[src/rtl/pipe_skid_reg.sv]
// Pipeline stage register with a valid/ready handshake and a one-entry skid buffer.
// in_ready comes straight from a flop. Flush turns the stage into a NOP bubble.
module pipe_skid_reg #(
    parameter int                 PC_W      = 32,
    parameter int                 INSTR_W   = 32,
    parameter logic [INSTR_W-1:0] NOP_INSTR = '0,
    parameter int                 CNT_W     = 16
) (
    input  logic               clk,
    input  logic               reset,
    input  logic               flush,
    input  logic               in_valid,
    output logic               in_ready,
    input  logic [PC_W-1:0]    in_pc,
    input  logic [INSTR_W-1:0] in_instr,
    output logic               out_valid,
    input  logic               out_ready,
    output logic [PC_W-1:0]    out_pc,
    output logic [INSTR_W-1:0] out_instr,
    output logic [CNT_W-1:0]   stall_cnt
);

    logic               skid_valid;
    logic [PC_W-1:0]    skid_pc;
    logic [INSTR_W-1:0] skid_instr;
    logic               in_fire;
    logic               out_fire;
    logic               main_free;

    assign in_ready  = !skid_valid;
    assign in_fire   = in_valid & in_ready;
    assign out_fire  = out_valid & out_ready;
    assign main_free = !out_valid | out_fire;

    // The skid entry is always older than new input, so it refills main first.
    always_ff @(posedge clk or posedge reset) begin
        if (reset) begin
            out_valid  <= 1'b0;
            out_pc     <= '0;
            out_instr  <= NOP_INSTR;
            skid_valid <= 1'b0;
        end else if (flush) begin
            out_valid  <= 1'b0;
            out_pc     <= '0;
            out_instr  <= NOP_INSTR;
            skid_valid <= 1'b0;
        end else if (main_free) begin
            if (skid_valid) begin
                out_valid  <= 1'b1;
                out_pc     <= skid_pc;
                out_instr  <= skid_instr;
                skid_valid <= 1'b0;
            end else if (in_fire) begin
                out_valid <= 1'b1;
                out_pc    <= in_pc;
                out_instr <= in_instr;
            end else begin
                out_valid <= 1'b0;
                out_pc    <= '0;
                out_instr <= NOP_INSTR;
            end
        end else if (in_fire) begin
            skid_valid <= 1'b1;
        end
    end

    // Skid payload is only meaningful while skid_valid is set, so it carries no reset.
    always_ff @(posedge clk) begin
        if (in_fire && !main_free) begin
            skid_pc    <= in_pc;
            skid_instr <= in_instr;
        end
    end

    always_ff @(posedge clk or posedge reset) begin
        if (reset) begin
            stall_cnt <= '0;
        end else if (out_valid && !out_ready && (stall_cnt != '1)) begin
            stall_cnt <= stall_cnt + 1'b1;
        end
    end

endmodule

[config.mk]
export PLATFORM = sky130hd
export DESIGN_NAME = pipe_skid_reg
export DESIGN_NICKNAME = d
export VERILOG_FILES = /design/src/rtl/pipe_skid_reg.sv
export SDC_FILE = /design/constraint.sdc
export NUM_CORES = 1
export LEC_CHECK = 0
export CAP_MARGIN = 20
export CORE_MARGIN = 2
export CORE_UTILIZATION = 40
export DETAILED_ROUTE_END_ITERATION = 6
export PLACE_DENSITY = 0.68
export SETUP_SLACK_MARGIN = 0.4
export SLEW_MARGIN = 0
export SYNTH_ARGS = -nofsm -noshare
export SYNTH_HDL_FRONTEND = slang
export SYNTH_SLANG_ARGS = --single-unit
export TNS_END_PERCENT = 100
[constraint.sdc]
create_clock -name clk -period 5.1 [get_ports clk]
set_clock_uncertainty 0.15 [all_clocks]
set_input_delay 1.02 -clock clk [delete_from_list [all_inputs] [get_ports clk]]
set_output_delay 1.02 -clock clk [all_outputs]
set_load 0.02 [all_outputs]
==> After elaboration in Yosys (flattened, before gate mapping) <==
Cells that the tools add are included.
W data, S select, Z words.
{ "word_totals": {"regBits": 146, "latchBits": 0, "mem_bits_rw": 0, "romBits": 0, "inputBits": 69, "out_inout_bits": 82, "word_cells": 36, "memories": 0} }
{ "op_classes": {"n_addsub": 1, "n_mul": 0, "div": 0, "magnitude_cmp": 0, "eq_ne": 1, "shifts": 0, "mux": 15, "bitwise_logic": 3, "reduce_logical": 9} }
{ "op_table": {"columns": ["operator", "n"], "rows": [
  ["$mux W32", 8],
  ["$add A16 B1 Y16 const B", 1],
  ["$ne A16 B16 Y1 const B", 1],
  ["$mux W1", 7],
  ["$logic_not A1 Y1", 4],
  ["$logic_and A1 B1 Y1", 3],
  ["$reduce_bool A3 Y1", 1],
  ["$and A1 B1 Y1", 2],
  ["$reduce_bool A2 Y1", 1],
  ["$or A1 B1 Y1", 1]
]} }

==> Longest topological paths before layout <==
{ "depth": {"depth_word": 6, "mapped_depth": 6} }

==> Worst setup path before layout <==
No wires, ideal clock.
{ "synth_timing": {"path_kind": "input -> register", "start": "in in_valid", "end": "reg skid_instr[0], enable pin", "setup_ns": 0.429, "t_arrival_ns": 3.283, "path_slack_ns": 1.239, "path_stages": 4, "cell_sequence": "nor2b_1 clkbuf_1 clkbuf_1 and2_1"} }
{ "synth_via": {"elab_chain_len": 2} }
{ "synth_lines": {"columns": ["element", "line_no", "source"], "rows": [
  ["start: declaration", "12", "input logic in_valid,"],
  ["$and A1 B1 Y1", "31", "assign in_fire = in_valid & in_ready;"],
  ["$logic_and A1 B1 Y1", "69", "if (in_fire && !main_free) begin"],
  ["end signal: assignment", "71", "skid_instr <= in_instr;"],
  ["end: declaration", "25", "logic [INSTR_W-1:0] skid_instr;"]
]} }
Every way passes these cells.
A chain may end at the register's enable or synchronous reset.

==> Worst setup path in the final report <==
{ "layout_timing": {"start": "in out_ready", "end": "reg skid_instr[6], enable pin"} }
{ "layout_via": {"elab_chain_len": 4} }
{ "layout_lines": {"columns": ["element", "line_no", "source"], "rows": [
  ["start: declaration", "17", "input logic out_ready,"],
  ["$and A1 B1 Y1", "32", "assign out_fire = out_valid & out_ready;"],
  ["$or A1 B1 Y1", "33", "assign main_free = !out_valid | out_fire;"],
  ["$logic_not A1 Y1", "69", null],
  ["$logic_and A1 B1 Y1", "69", null]
]} }
Every way passes these cells.

==> results.md <==
* Rel. slew slack at 39.9%
* Slowest Stage Delay on Critical Path at 0.85 ns
* Initial antenna violation count at 0
* Warnings, synthesis at 0
* Combinational power share at between 10% and 20%
* Reg2reg end: skid_instr[6]
* CP max-delay cell: and2_4
* Core ar. at 13900 um2
* Flop-to-flop setup slack at approximately 2.5 ns
* Die Height at 123 um
* Synth top area cells: dfrtp_1, edfxtp_1, a221oi_1, nor3_1, nor2_1
* Most frequent cell after synthesis: dfrtp_1
* Sequential share of power at 45.3%
* RD Place Congestion at 0.823
* Synth unique cells at 31
* GRT Overall Usage at 19.9%
* Max-slew violations at 0
* Most used DFF post-synth: dfrtp_1
* Final-report hold violation count at 0
* Initial DRC count at 418
* Critical Path AT at 3.08 ns
* Synth Instances at 444
* DP Wirelength at 8810 um
* First-pass GRT wire length at 22900 um
* Area fraction of the dominant cell type after synthesis at 35.9%
* Die area at 15200 um2
* DR vias at ~4300
* Critical Path Sink Type: register
* Setup crit start: out_ready
* Syn avg cell area at 12.9 um2
* Remaining DRCs at 0
* Status: completed
* Delay-heaviest family, CP: simple AND/OR/NAND/NOR gates
* Tmin final at 3.19 ns
* Max_cap viols at 0
* Layout cell share with drive strength beyond 1 at 7.08%
* Worst Setup Start Kind: primary input
* Pwr/cell area at 376 nW/um2
* Worst path bufs/invs at 1
* Final net count at 650
* Clk sink count at 146
* Setup Total Neg Slack at 0 ns
* Post-CTS setup buffers at 0
* Num CTS Buffers at 17
* Clock Power Share at 41.3%
* Maximum clock frequency at 314 MHz
* Critical path type: in2reg
* Final Cycle Share at 62.5%
* Post-layout util at 57.0%
* Bufs on Longest Clock Path at 2
* Area delta synth->final at 39.1%
* Post-CTS sizing at 0
* Critical Path Sink: skid_instr[6]
* VDD IR max at 0.192 mV
* Fillers at between 1000 and 1500
* Post-Route WL at 14400 um
* Grt ovf at 0
* IO buf count at 150
* Sw Share at a little under a quarter
* Worst Reg-to-Reg Cells at 2
* P_sw at 705 uW
* Clk slew on worst S/H paths at 0.06 ns
* EDFF count, synth at 64
* R2r startpoint: out_valid
* Root Driver: clkbuf_16
* Critical path depth at 3
* Final setup violation count at 0
* IO Pins at 151
* Routed len/inst at 18.7 um
* CP max FO at 64
* Initial Utilization at roughly two fifths
* Leak pwr at 0.00316 uW
* Clock latency on the worst-skew pair at 0.42 ns
* Die span in x at 123 um
* Vias in the first global route at around 4300
* Yosys top cell by area: dfrtp_1
* Sequential share of the synthesized area at 69.6%
* CTS Hold Buffers Added at 0
* ANT cells at 0
* FP Rows at 43
* Post-synth top cells: dfrtp_1, nor3_1, nor2_1
* Drt pass-1 iters at 5
* CTS tree: built
* Largest net degree at the start of global routing at 78
* Ratio of routed vias to standard cells at 5.62
* Crit-path cells: clkdlybuf4s50_1, nor2b_4, and2_4
* Tightest Pin Transition at about 0.90 ns
* H-tree levels at 4
* DRT antenna net count at 0
* Cell Area, Synth at 5710 um2
* Register bit total from synthesis at 146
* RSZ-0062 raised after global routing: false
* Post-synthesis net count at 514
* Worst Hold Class: reg2reg
* Int Power at between 2000 and 2500 uW
* CP required at 4.99 ns
* Ys async rst share at 56.2%
-- stage by stage --
step / instances / hold slack (ns) / total power (uW) / setup slack, ns / instance area (um2)
2_1_floorplan: 444 / 0.382 / 1560 / 1.24 / 5710
3_3_place_gp: 740 / 0.345 / 1760 / 1.57 / 7330
3_5_place_dp: 740 / 0.355 / 1780 / 1.51 / 7330
4_1_cts: 772 / 0.364 / 3010 / 1.95 / 7910
5_1_grt: 773 / 0.390 / 3110 / 1.79 / 7940
6_report: 773 / 0.370 / 2990 / 1.91 / 7940
-- cell usage in the layout, fill, tap and decap left out, types with 2 or more instances in the layout --
master           instances
clkdlybuf4s50_1        149
dfrtp_1                 81
nor3_1                  72
nor2_1                  66
a221oi_1                64
edfxtp_1                64
clkbuf_16               17
xor2_1                  11
nand2_1                  8
nand4_1                  7
clkbuf_1                 7
buf_4                    5
a21oi_1                  4
nand3_1                  3
clkinv_2                 3
bufinv_16                3
and4_1                   2
inv_1                    2
nor2b_4                  2
a31oi_1                  2
nor4_1                   2
clkbuf_8                 2
-- sequential cells by signal (all words and copies together) (netlist names) --
| name | cells |
|---|---|
| out_instr | 32 |
| out_pc | 32 |
| out_valid | 1 |
| skid_instr | 32 |
| skid_pc | 32 |
| skid_valid | 1 |
| stall_cnt | 16 |
-- power by group through the flow --
stage	combinational, uW	sequential (uW)	clock (uW)
after floorplan	132	1420	0
after global placement	394	1370	0
after detailed placement	403	1370	0
after CTS	404	1350	1260
after global routing	438	1360	1310
final	402	1350	1230
-- worst reg2reg max path: stages, from the launching register on --
cell and delay [ns]:
dfrtp_1 0.44, nor2b_4 0.71, and2_4 0.86
-- how the worst min path moves through the flow --
| stage | from | end | slack, ns | depth (start not counted) |
|---|---|---|---|---|
| finish | stall_cnt[15] | stall_cnt[15] | 0.37 | 1 |
| global route | stall_cnt[15] | stall_cnt[15] | 0.39 | 1 |
| CTS | stall_cnt[15] | stall_cnt[15] | 0.36 | 1 |
| detailed placement | stall_cnt[15] | stall_cnt[15] | 0.35 | 1 |
| global placement | stall_cnt[15] | stall_cnt[15] | 0.34 | 1 |
| floorplan | skid_pc[24] | out_pc[24] | 0.38 | 2 |
-- cell families after synthesis --
logic type	Yosys count	share of synthesized area (%)
xor+xnor	11	1.69
fa+ha+maj	1	0.219
compound gates	71	10.5
simple gates	171	14.4
flops	146	69.6
buf+inv	42	3.09
mux	2	0.460
-- layout make-up --
| class | instances | area [um2] | share of cell area, % |
|---|---|---|---|
| tap | 180 | 225 | 2.84 |
| sequential | 146 | 3980 | 50.1 |
| clock inverter | 6 | 104 | 1.31 |
| timing repair buffer | 156 | 1560 | 19.7 |
| clock buffer | 26 | 479 | 6.04 |
| multi-input combinational | 256 | 1580 | 19.9 |
| inverter | 3 | 12.5 | 0.158 |
-- metal layers --
layer  part of all wire (%)  global-route usage [%]  up-vias
met3                    7.0                    5.40       13
met5                      0                       0        -
li1                       -                       -     1974
met4                    1.0                    7.24        0
met2                     47                    29.8      183
met1                     45                    28.0     2171
(Power assumes the default switching activity.)
